### src/rtl/viterbi_ctrl_pkg.sv
// Shared state encoding, counter sizing and default geometry for the Viterbi frame sequencer.
package viterbi_ctrl_pkg;

    localparam int unsigned DefFrameLen = 256;
    localparam int unsigned DefTailLen  = 6;
    localparam int unsigned DefDecLat   = 64;

    typedef logic [2:0] state_t;

    localparam state_t StIdle  = 3'd0;
    localparam state_t StLoad  = 3'd1;
    localparam state_t StTail  = 3'd2;
    localparam state_t StDrain = 3'd3;
    localparam state_t StDone  = 3'd4;

    function automatic int unsigned cnt_width(input int unsigned frame_len,
                                              input int unsigned tail_len);
        return $clog2(frame_len + tail_len + 1);
    endfunction

endpackage

### src/rtl/viterbi_tag_dly.sv
// DEPTH-stage {valid, tag} shift register tracking decoder latency; tap is the last stage.
module viterbi_tag_dly #(
    parameter int unsigned DEPTH = 4
) (
    input  logic clk,
    input  logic rst,
    input  logic clr_i,
    input  logic push_i,
    input  logic tag_i,
    output logic valid_o,
    output logic tag_o
);

    logic [DEPTH-1:0] valid_q, valid_d;
    logic [DEPTH-1:0] tag_q, tag_d;

    always_comb begin
        valid_d = (valid_q << 1) | DEPTH'(push_i);
        tag_d   = (tag_q << 1) | DEPTH'(push_i & tag_i);
    end

    always_ff @(posedge clk or posedge rst) begin
        if (rst) begin
            valid_q <= '0;
            tag_q   <= '0;
        end else if (clr_i) begin
            valid_q <= '0;
            tag_q   <= '0;
        end else begin
            valid_q <= valid_d;
            tag_q   <= tag_d;
        end
    end

    assign valid_o = valid_q[DEPTH-1];
    assign tag_o   = tag_q[DEPTH-1];

endmodule

### src/rtl/viterbi_frame_ctrl.sv
// Frame sequencer: payload load, zero-tail termination, decoder tagging and payload output.
// Optional watchdog abort enabled by defining VITERBI_FRAME_WDOG_EN.
module viterbi_frame_ctrl
    import viterbi_ctrl_pkg::*;
#(
    parameter int unsigned FRAME_LEN = DefFrameLen,
    parameter int unsigned TAIL_LEN  = DefTailLen,
    parameter int unsigned DEC_LAT   = DefDecLat,
    parameter int unsigned TIMEOUT   = 16
) (
    input  logic clk,
    input  logic rst,
    input  logic start_i,
    output logic busy_o,
    output logic done_o,
    input  logic src_valid_i,
    input  logic src_data_i,
    output logic src_ready_o,
    output logic enc_enable_o,
    output logic enc_data_o,
    input  logic enc_valid_i,
    output logic dec_enable_o,
    input  logic dec_data_i,
    output logic out_valid_o,
    output logic out_data_o,
    output logic err_o
);

    localparam int unsigned CW = cnt_width(FRAME_LEN, TAIL_LEN);
    localparam logic [CW-1:0] FrameCnt = CW'(FRAME_LEN);
    localparam logic [CW-1:0] LastIn   = CW'(FRAME_LEN - 1);
    localparam logic [CW-1:0] TailLast = CW'((TAIL_LEN == 0) ? 0 : TAIL_LEN - 1);

    state_t        state_q, state_d;
    logic [CW-1:0] in_cnt_q, in_cnt_d;
    logic [CW-1:0] tail_cnt_q, tail_cnt_d;
    logic [CW-1:0] dec_cnt_q, dec_cnt_d;
    logic [CW-1:0] out_cnt_q, out_cnt_d;
    logic          enc_enable_q, enc_enable_d;
    logic          enc_data_q, enc_data_d;
    logic          dec_enable_q, dec_enable_d;

    logic active, hs, push, push_tag, tap_valid, tap_tag, out_fire, abort;

    assign active   = (state_q != StIdle);
    assign hs       = src_valid_i & src_ready_o;
    assign push     = dec_enable_q & active;
    assign push_tag = (dec_cnt_q < FrameCnt);
    assign out_fire = active & tap_valid & tap_tag;

    viterbi_tag_dly #(
        .DEPTH (DEC_LAT)
    ) u_tag_dly (
        .clk     (clk),
        .rst     (rst),
        .clr_i   (~active | abort),
        .push_i  (push),
        .tag_i   (push_tag),
        .valid_o (tap_valid),
        .tag_o   (tap_tag)
    );

`ifdef VITERBI_FRAME_WDOG_EN
    localparam int unsigned WW = $clog2(TIMEOUT + 1);

    logic [CW-1:0] pend_q, pend_d;
    logic [WW-1:0] wd_q, wd_d;
    logic          wd_run, wd_fire;

    // Runs only while encoder outputs are owed, i.e. more enables issued than valids returned.
    assign wd_run  = ((state_q == StLoad) || (state_q == StTail) || (state_q == StDrain)) &&
                     (pend_q != '0);
    assign wd_fire = ~enc_valid_i & wd_run & (wd_q == WW'(TIMEOUT - 1));

    always_comb begin
        pend_d = pend_q + CW'(enc_enable_q) - CW'(enc_valid_i);
        wd_d   = wd_q;
        if (!active || wd_fire) begin
            pend_d = '0;
            wd_d   = '0;
        end else if (enc_valid_i) begin
            wd_d = '0;
        end else if (wd_run) begin
            wd_d = wd_q + 1'b1;
        end
    end

    always_ff @(posedge clk or posedge rst) begin
        if (rst) begin
            pend_q <= '0;
            wd_q   <= '0;
        end else begin
            pend_q <= pend_d;
            wd_q   <= wd_d;
        end
    end

    assign abort = wd_fire;
    assign err_o = wd_fire;
`else
    logic unused_timeout;
    assign unused_timeout = (TIMEOUT != 0);
    assign abort = 1'b0;
    assign err_o = 1'b0;
`endif

    always_comb begin
        state_d      = state_q;
        in_cnt_d     = in_cnt_q;
        tail_cnt_d   = tail_cnt_q;
        dec_cnt_d    = dec_cnt_q;
        out_cnt_d    = out_cnt_q;
        enc_enable_d = 1'b0;
        enc_data_d   = 1'b0;
        dec_enable_d = active & enc_valid_i;

        if (push) dec_cnt_d = dec_cnt_q + 1'b1;
        if (out_fire) out_cnt_d = out_cnt_q + 1'b1;

        unique case (state_q)
            StIdle: begin
                in_cnt_d   = '0;
                tail_cnt_d = '0;
                dec_cnt_d  = '0;
                out_cnt_d  = '0;
                if (start_i) state_d = StLoad;
            end
            StLoad: begin
                if (hs) begin
                    enc_enable_d = 1'b1;
                    enc_data_d   = src_data_i;
                    in_cnt_d     = in_cnt_q + 1'b1;
                    if (in_cnt_q == LastIn) state_d = (TAIL_LEN == 0) ? StDrain : StTail;
                end
            end
            StTail: begin
                enc_enable_d = 1'b1;
                tail_cnt_d   = tail_cnt_q + 1'b1;
                if (tail_cnt_q == TailLast) state_d = StDrain;
            end
            StDrain: begin
                // Look ahead on the final output so done lands in the very next cycle.
                if ((out_cnt_q == FrameCnt) || (out_fire && (out_cnt_q == LastIn))) begin
                    state_d = StDone;
                end
            end
            StDone:  state_d = StIdle;
            default: state_d = StIdle;
        endcase

        if (abort) begin
            state_d      = StIdle;
            in_cnt_d     = '0;
            tail_cnt_d   = '0;
            dec_cnt_d    = '0;
            out_cnt_d    = '0;
            enc_enable_d = 1'b0;
            enc_data_d   = 1'b0;
            dec_enable_d = 1'b0;
        end
    end

    always_ff @(posedge clk or posedge rst) begin
        if (rst) begin
            state_q      <= StIdle;
            in_cnt_q     <= '0;
            tail_cnt_q   <= '0;
            dec_cnt_q    <= '0;
            out_cnt_q    <= '0;
            enc_enable_q <= 1'b0;
            enc_data_q   <= 1'b0;
            dec_enable_q <= 1'b0;
        end else begin
            state_q      <= state_d;
            in_cnt_q     <= in_cnt_d;
            tail_cnt_q   <= tail_cnt_d;
            dec_cnt_q    <= dec_cnt_d;
            out_cnt_q    <= out_cnt_d;
            enc_enable_q <= enc_enable_d;
            enc_data_q   <= enc_data_d;
            dec_enable_q <= dec_enable_d;
        end
    end

    assign busy_o       = active;
    assign done_o       = (state_q == StDone);
    assign src_ready_o  = (state_q == StLoad);
    assign enc_enable_o = enc_enable_q;
    assign enc_data_o   = enc_data_q;
    assign dec_enable_o = dec_enable_q;
    assign out_valid_o  = out_fire;
    assign out_data_o   = out_fire & dec_data_i;

endmodule

### config.mk
export PLATFORM = sky130hd
export DESIGN_NAME = viterbi_frame_ctrl
export DESIGN_NICKNAME = d
export VERILOG_FILES = /design/src/rtl/viterbi_ctrl_pkg.sv /design/src/rtl/viterbi_tag_dly.sv /design/src/rtl/viterbi_frame_ctrl.sv
export SDC_FILE = /design/constraint.sdc
export NUM_CORES = 1
export LEC_CHECK = 0
export CORE_UTILIZATION = 61
export DETAILED_ROUTE_END_ITERATION = 16
export PLACE_DENSITY = 0.77
export SETUP_SLACK_MARGIN = 0.2
export SKIP_LAST_GASP = 1
export SLEW_MARGIN = 20
export SYNTH_ARGS = -nofsm -noshare
export SYNTH_HDL_FRONTEND = slang
export SYNTH_SLANG_ARGS = --single-unit
### constraint.sdc
create_clock -name clk -period 14.7 [get_ports clk]
set_input_delay 4.41 -clock clk [delete_from_list [all_inputs] [get_ports clk]]
set_output_delay 4.41 -clock clk [all_outputs]
set_load 0.1 [all_outputs]
Word level (Yosys, flattened, before mapping)
Cells that the tools add are included.

storage, ports and cells
  word-level logic and storage cells = 66
  input port bits = 7
  flip-flop bits (word level) = 170
  output and inout bits = 9

cells by class
  reductions and logical operators = 10
  muxes and demuxes = 19
  $add $sub $neg = 4
  bitwise operators = 9
  eq/ne operators = 13
  magnitude comparators = 1

operators with widths
  cell                                            number
  two-way mux 64 bit                              2
  OR 64 x 1 -> 64 bit                             1
  OR 64 bit                                       1
  two-way mux 9 bit                               5
  adder 9 x 1 -> 9 bit (second input constant)    4
  case mux 9 bit (2 select lines)                 2
  == test 9 x 8 -> 1 bit (second input constant)  2
  two-way mux 3 bit                               5
  case mux 3 bit (4 select lines)                 1
  == test 9 x 3 -> 1 bit (second input constant)  1
  == test 9 bit (second input constant)           1
  < comparator 9 bit (second input constant)      1
  nonzero test 2 bit                              4
  AND 1 bit                                       7
  == test 3 x 2 -> 1 bit (second input constant)  2
  != test 2 bit (second input constant)           3
  AND reduction 5 bit                             1
  != test 2 x 1 -> 1 bit (second input constant)  2
  == test 3 x 1 -> 1 bit (second input constant)  1
  == test 3 bit (second input constant)           1
  zero test 3 bit                                 1
  two-way mux 1 bit                               3
  nonzero test 3 bit                              1
  case mux 1 bit (2 select lines)                 1
  3 further kinds                                 3

Logic depth before layout (Yosys ltp)
Gate-level depths: netlist of the first run.

  word-level depth = 7
  depth in mapped cells = 8
  gate-level depth less buffers = 8

Modules after synthesis
From an unflattened synthesis of the first run, not the netlist that was laid out.

second synthesis, totals
  cell total of the unflattened synthesis = 503
  area, all modules = 6296.0 µm²

by module, submodules not included
  module              sequential area each (µm²)  cells an instance  area an instance (µm²)  instances
  viterbi_tag_dly     3203.1                      271                4111.4                  1
  viterbi_frame_ctrl  1051.0                      232                2184.6                  1

Least setup slack after synthesis of the first run
OpenSTA, ideal clock, no wires.

  path type = input port to output port
  start = input port dec_data_i
  end = output port out_data_o
  data arrival time = 5177 ps
  buffers on the path = 0
  slack = 5113 ps
  stages = 1
  data required time = 10290 ps
  path through = and3_1

on the way
  longest elaborated chain between the ends = 1

RTL lines
  element             line                       text
  start: declaration  viterbi_frame_ctrl.sv:23   input logic dec_data_i,
  AND 1 bit           viterbi_frame_ctrl.sv:192  assign out_data_o = out_fire & dec_data_i;
  end: declaration    viterbi_frame_ctrl.sv:25   output logic out_data_o,

Every way passes these cells.

Worst setup path in the final report of the first run
Ends and elaborated chain as after synthesis.

==> results of run 1 <==
[critical path, stage by stage]
cell and delay (ns):
clkdlybuf4s50_1 0.44, and3_1 0.13, clkdlybuf4s50_1 1.12
[cells in the final DEF, fill, tap and decap left out, drive strengths merged, types with 2 or more instances in the layout]
cell           netlist  layout
a22o                 2       2
buf                 10       3
a21oi                4       4
clkdlybuf4s50        0      14
or3                  3       3
a211oi               2       2
mux2i                2       2
ha                   8       8
dfrtp              170     170
or4                  2       2
and2               131     131
nand3b               2       2
nor4b                2       2
nor2b                2       2
inv                 10      15
clkbuf              16      19
and3                 4       4
xnor2                9       9
nor4                 6       6
xor2                11      11
nand4                7       7
clkinvlp             0       2
nor2                27      27
o21ai               15      15
nor3b                3       3
nand3               10      10
nand2               26      26
clkinv               0       5
nor3                 7       7
[per-layer routing]
metal	global-route usage, %	routed length (um)	up-vias
met1	30.6	4640	1693
li1	-	-	1621
met3	7.26	266	8
met5	0	0	-
met4	6.18	97	0
met2	29.4	4180	42
[worst min-delay path by stage]
stage,start,slack [ns],to,cells after the start
5_1_grt,u_tag_dly.valid_q[42]$_DFF_PP0_,0.46,u_tag_dly.valid_q[43]$_DFF_PP0_,1
3_3_place_gp,u_tag_dly.tag_q[61]$_DFF_PP0_,0.43,u_tag_dly.tag_q[62]$_DFF_PP0_,1
6_report,u_tag_dly.valid_q[18]$_DFF_PP0_,0.45,u_tag_dly.valid_q[19]$_DFF_PP0_,1
3_5_place_dp,u_tag_dly.valid_q[59]$_DFF_PP0_,0.43,u_tag_dly.valid_q[60]$_DFF_PP0_,1
2_1_floorplan,dec_cnt_q[8]$_DFFE_PP0P_,0.42,u_tag_dly.tag_q[0]$_DFF_PP0_,1
4_1_cts,u_tag_dly.valid_q[18]$_DFF_PP0_,0.45,u_tag_dly.valid_q[19]$_DFF_PP0_,1
[power by group]
| group | internal, mW | total (mW) | switching [mW] |
|---|---|---|---|
| combinational | 0.0270 | 0.0719 | 0.0449 |
| clock | 0.238 | 0.426 | 0.187 |
| sequential | 0.503 | 0.520 | 0.0171 |
| total | 0.769 | 1.02 | 0.249 |
[cell families after synthesis]
| family | after synthesis |
|---|---|
| compound gates | 28 |
| xor+xnor | 20 |
| fa+ha+maj | 8 |
| buf+inv | 36 |
| flops | 170 |
| mux | 2 |
| other cells | 1 |
| simple gates | 236 |
[final cells by class]
class,instances,area share [%]
clock inverters,13,1.92
clock buffers,19,6.26
multi-input cells,295,26.2
repair buffers,17,2.36
flip-flops and latches,170,60.3
well taps,133,2.36
inverters,10,0.603
[stage by stage]
stage / instances / setup slack [ns] / area (um2) / utilization, %
final: 657 / 4.19 / 7060 / 71.5
after global routing: 657 / 4.14 / 7060 / 71.5
after CTS: 657 / 4.18 / 7050 / 71.5
after detailed placement: 625 / 4.18 / 6470 / 65.6
after global placement: 625 / 4.17 / 6470 / 65.6
after floorplan: 501 / 5.11 / 6260 / -
[sequential cells by signal (all words and copies together) (netlist names)]
register and flops:
u_tag_dly.tag_q 64, u_tag_dly.valid_q 64, dec_cnt_q 9, in_cnt_q 9, out_cnt_q 9, tail_cnt_q 9, state_q 3, dec_enable_o 1
enc_data_o 1, enc_enable_o 1
==> metrics.csv, run 1 <==
stage,metric,value,unit
synthesis,synth cell count leaders,"dfrtp_1, and2_1, nand2_1, nor2_1, clkbuf_1",
worst_setup_path,CP max FO,1,
global_routing,first-pass GRT wire length,16200,um
floorplanning,Die X,103,um
placed_design,DPL Wire Length,4750,um
worst_hold_path,Hold WC Path Type,flop to flop,
synthesis,sequential element share of the synthesized area,68.0,%
clock_network,CTS Sinks,170,
worst_setup_path,RR Endpoint,u_tag_dly.tag_q[0]$_DFF_PP0_,
global_routing,largest net degree at the start of global routing,134,
route,WL/cell,14.0,um
worst_setup_path,CP Capture Type,primary output,
synthesis,XOR/XNOR share of the synthesized area,2.80,%
synthesis,synthesized cell area,6260,um2
sta,Slew Limit Fails,0,
global_routing,gr ovfl total,0,
clock_network,CTS tree,done,
synthesis,Cell variety after synth,43,
sta,Worst Skew,0.00864,ns
clock_network,postcts setup bufs,0,
sta,Tcrit/Tclk final,71.5,%
worst_setup_path,Worst Setup EP,out_data_o,
sta,Setup TNS Final,0,ns
clock_network,Clock Path Buffers,2,
layout,register area,4250,um2
floorplanning,die height,103,um
synthesis,Yosys warnings,0,
layout,antenna cells,0,
synthesis,simple-gate portion of the synthesized area,22.0,%
route,Via density,5.12,
route,DRC viols,0,
synthesis,"flops & latches, synth",170,
clock_network,clk_lat worst skew,0.53,ns
placed_design,routability cong.,0.769,
route,First-pass DRT Iterations,7,
layout,multi-input logic area,1850,um2
synthesis,Yosys top cell by area,dfrtp_1,
global_routing,vias in the first global route,3309,
clock_network,Clock H-tree levels,4,
layout,"Area growth, synth to finish",12.7,%
floorplanning,initial core utilization,63.5,%
worst_setup_path,worst r2r path cells,5,
synthesis,post-synthesis mux area share,0.320,%
synthesis,post-synthesis adder-cell area fraction,1.60,%
global_routing,global-route usage over all layers,20.7,%
clock_network,# resized after CTS,0,
sta,Rel. slew slack,35.3,%
sta,final worst path period need,10.51,ns
synthesis,number of flops mapped to enable cells by yosys,0,
synthesis,asr flop ratio synth,100,%
floorplanning,Die ar.,10700,um2
clock_network,Clock Pin Slew Worst Setup and Hold Paths,0.07,ns
floorplanning,core area,9860,um2
layout,share of post-route cells with drive strength above 1,8.40,%
synthesis,largest cells by area after synthesis,"dfrtp_1, and2_1, ha_1",
layout,FILL cells,643,
synthesis,Syn Inst Count,501,
route,via count,3364,
layout,Nets,526,
worst_setup_path,R2R setup slack,12.69,ns
worst_setup_path,crit path from,dec_data_i,
power_and_ir_drop,Lkg Pwr,3.44,nW
sta,worst hold slack,0.448,ns
worst_setup_path,Setup CP Type,primary input to primary output,
worst_setup_path,"Data required, critical path",10.29,ns
sta,final-report setup violation count,0,
clock_network,Num CTS Buffers,17,
sta,RSZ-0062 raised after global routing,no,
sta,f_max,95.1,MHz
job,Max-Cap Viols,0,
sta,Worst-Margin Slew,0.967,ns
synthesis,largest family of logic cells by synthesized area,simple AND/OR/NAND/NOR gates,
route,final WL,9190,um
synthesis,Synth Area per Inst,12.5,um2
global_routing,antenna violations before repair,0,
clock_network,Post-CTS Hold Buffers,0,
synthesis,Synth Net Count,516,
floorplanning,Top Ports,16,
clock_network,clock root cell,clkbuf_8,
power_and_ir_drop,Overall Power,1.02,mW
power_and_ir_drop,Max rail drop VDD,0.138,mV
synthesis,most frequent cell after synthesis,dfrtp_1,
floorplanning,Site Rows,36,
run_status,status,"complete, no violations",
synthesis,dominant synthesized flop cell,dfrtp_1,
worst_setup_path,Worst setup SP type,primary input,
route,remaining antenna violation count after routing,0,
worst_setup_path,Critical Path AT,6.10,ns
placed_design,port buffer count,14,
worst_setup_path,Critical R2R Launch,state_q[1]$_DFFE_PP0P_,
synthesis,share of the synthesized area in the top cell type,68.0,%
sta,Final Hold Vio Count,0,
route,DRT iter0 DRCs,216,
power_and_ir_drop,PD cells,144,nW/um2
synthesis,Compound-Gate Fraction of Synth Area,2.66,%
(Power assumes the default switching activity.)
==> run 2, diff against run 1 <==
CORE_UTILIZATION = 55   (was 61)
PLACE_DENSITY = 0.73   (was 0.77)
clock period = 8.92 ns   (was 14.7 ns; I/O delays follow)
==> run 2 against run 1 <==
Design area is 0.27% higher. Clock skew is 0.00080 ns lower. Sequential share of layout area is 0.16 points lower. Sequential power is 65% higher. Global-route usage is 2.7 points lower. Hold slack worse by 0.0086 ns. Critical path depth stayed put. Cell count is 1.1% higher.
==> metrics.csv, run 2 (synthesis results as in run 1) <==
stage,metric,value,unit,change
run_status,status,"complete, no violations",,unchanged
sta,Rel. slew slack,34.9,%,was 35.3%
layout,fin util,64.4,%,was 71.5%
worst_setup_path,Critical Path AT,4.40,ns,was 6.10 ns
power_and_ir_drop,Seq pwr share,50.6,%,was 51.1%
clock_network,Num CTS Buffers,17,,unchanged
power_and_ir_drop,clock share of power,42.5,%,was 41.8%
power_and_ir_drop,switching share of power,22.7,%,was 24.5%
worst_setup_path,Critical R2R Launch,state_q[1]$_DFFE_PP0P_,,unchanged
route,WL/cell,13.3,um,was 14.0 um
placed_design,DPL Wire Length,4840,um,was 4750 um
layout,biggest regs,"u_tag_dly.tag_q x64, u_tag_dly.valid_q x64",,unchanged
placed_design,port buffer count,14,,unchanged
worst_setup_path,CP max FO,1,,unchanged
worst_setup_path,crit path from,dec_data_i,,unchanged
power_and_ir_drop,Max rail drop VDD,0.243,mV,was 0.138 mV
layout,multi-input logic area,1850,um2,unchanged
power_and_ir_drop,Comb power frac,6.9,%,was 7.1%
floorplanning,Site Rows,38,,was 36
layout,"Area growth, synth to finish",13.0,%,was 12.7%
clock_network,Clock Pin Slew Worst Setup and Hold Paths,0.06,ns,was 0.07 ns
sta,Worst-Margin Slew,0.974,ns,was 0.967 ns
clock_network,clk_lat worst skew,0.42,ns,was 0.53 ns
global_routing,gr ovfl total,0,,unchanged
floorplanning,Die ar.,11800,um2,"was 10,700 um2"
layout,register area,4250,um2,unchanged
clock_network,CTS tree,done,,unchanged
clock_network,# resized after CTS,0,,unchanged
power_and_ir_drop,Int Pwr,1.31,mW,was 769 uW
clock_network,clock root cell,clkbuf_16,,was clkbuf_8
clock_network,Clock Path Buffers,2,,unchanged
layout,design area,7070,um2,was 7060 um2
floorplanning,Top Ports,16,,unchanged
sta,f_max,141,MHz,
sta,Slew Limit Fails,0,,unchanged
layout,antenna cells,0,,unchanged
placed_design,routability cong.,0.769,,about the same
clock_network,Clock H-tree levels,4,,unchanged
placed_design,placed cell area,6480,um2,was 6470 um2
sta,Tcrit/Tclk final,79.4,%,
worst_setup_path,Worst setup SP type,primary input,,unchanged
layout,most frequent cells in the layout,"dfrtp_1, and2_1, nor2_1, nand2_1, clkbuf_16",,unchanged
worst_setup_path,Setup CP Type,primary input to primary output,,unchanged
route,via count,3324,,"was 3,364"
layout,Nets,526,,unchanged
sta,Final Hold Vio Count,0,,unchanged
sta,RSZ-0062 raised after global routing,no,,unchanged
global_routing,largest net degree at the start of global routing,131,,was 134
clock_network,CTS Sinks,170,,unchanged
sta,final-report setup violation count,0,,unchanged
sta,Setup TNS Final,0,ns,unchanged
power_and_ir_drop,Lkg Pwr,3.45,nW,was 3.44 nW
route,DRT iter0 DRCs,205,,was 216
sta,final worst path period need,7.08,ns,
floorplanning,die height,109,um,was 103 um
power_and_ir_drop,PD cells,240,nW/um2,was 144 nW/um2
floorplanning,Die X,109,um,was 103 um
layout,FILL cells,796,,was 643
global_routing,vias in the first global route,3384,,"was 3,309"
layout,"most common cell after layout, fill and taps aside",dfrtp_1,,unchanged
worst_setup_path,CP Capture Type,primary output,,unchanged
clock_network,Post-CTS Hold Buffers,0,,unchanged
global_routing,first-pass GRT wire length,15800,um,"was 16,200 um"
job,Max-Cap Viols,0,,unchanged
route,First-pass DRT Iterations,4,,was 7
route,Via density,5.01,,was 5.12
floorplanning,core area,11000,um2,was 9860 um2
route,DRC viols,0,,unchanged
global_routing,antenna violations before repair,0,,unchanged
clock_network,postcts setup bufs,0,,unchanged
worst_hold_path,Hold Path Origin,u_tag_dly.valid_q[16]$_DFF_PP0_,,was u_tag_dly.valid_q[18]$_DFF_PP0_
sta,Worst Skew,0.00784,ns,was 0.00864 ns
floorplanning,initial core utilization,57.0,%,was 63.5%
global_routing,global-route usage over all layers,18.0,%,was 20.7%
worst_setup_path,"Data required, critical path",6.24,ns,was 10.29 ns
route,remaining antenna violation count after routing,0,,unchanged
worst_hold_path,Hold WC Path Type,flop to flop,,unchanged
route,final WL,8840,um,was 9190 um
layout,share of post-route cells with drive strength above 1,7.82,%,was 8.40%
power_and_ir_drop,switching pwr,384,uW,was 249 uW
==> run 2: cell types whose count changed in the layout (fill, tap and decap cells not counted) <==
cell        change
clkbuf_1        +3
inv_6           -2
buf_4           +1
buf_6           -1
bufinv_16       +1
clkbuf_16       +1
clkinv_8        -1
clkinvlp_4      -1
inv_8           -1
==> run 2: through the flow <==
| stage | hold WS (ns) | setup WS [ns] | power, mW | instances |
|---|---|---|---|---|
| floorplan | 0.422 | 1.64 | 0.960 | 501 |
| global placement | 0.432 | 1.85 | 0.983 | 632 |
| detailed placement | 0.432 | 1.84 | 0.990 | 632 |
| CTS | 0.445 | 1.84 | 1.72 | 664 |
| global route | 0.460 | 1.79 | 1.77 | 664 |
| finish | 0.440 | 1.84 | 1.69 | 664 |
==> run 2: layout make-up <==
class / count / share of cell area, %
flip-flops and latches: 170 / 60.1
multi-input cells: 295 / 26.1
clock buffers: 23 / 6.76
well taps: 140 / 2.48
repair buffers: 17 / 2.30
clock inverters: 9 / 1.59
inverters: 10 / 0.601
==> run 2: path summary, 6_finish.rpt <==
path / slack (ns) / depth (start not counted) / end
worst max-delay path: 1.84 / 3 / out_data_o
worst min-delay path: 0.44 / 1 / u_tag_dly.valid_q[17]$_DFF_PP0_
worst max register to register: 6.88 / 5 / u_tag_dly.tag_q[0]$_DFF_PP0_
worst min register to register: 0.44 / 1 / u_tag_dly.valid_q[17]$_DFF_PP0_
max in group asynchronous: 4.71 / 3 / u_tag_dly.valid_q[62]$_DFF_PP0_
min in group asynchronous: 2.80 / 2 / u_tag_dly.tag_q[48]$_DFF_PP0_
==> run 2: routing by layer <==
metal	up-vias	GRT usage, %	part of all wire [%]	routed length (um)
li1	1615	-	-	-
met1	1655	24.6	50	4400
met2	38	26.3	46	4030
met3	16	6.28	2.9	253
met4	0	8.30	1.9	164
met5	-	0	0	0
==> run 2: power groups by stage <==
stage,combinational (mW),clock (mW),sequential (mW)
2_1_floorplan,0.0903,0,0.870
5_1_grt,0.134,0.773,0.864
4_1_cts,0.121,0.740,0.858
6_report,0.117,0.720,0.858
3_3_place_gp,0.115,0,0.869
3_5_place_dp,0.120,0,0.870
==> run 2: critical path: stages <==
cell and delay, ns:
clkdlybuf4s50_1 0.46, and3_1 0.14, clkdlybuf4s50_1 1.13
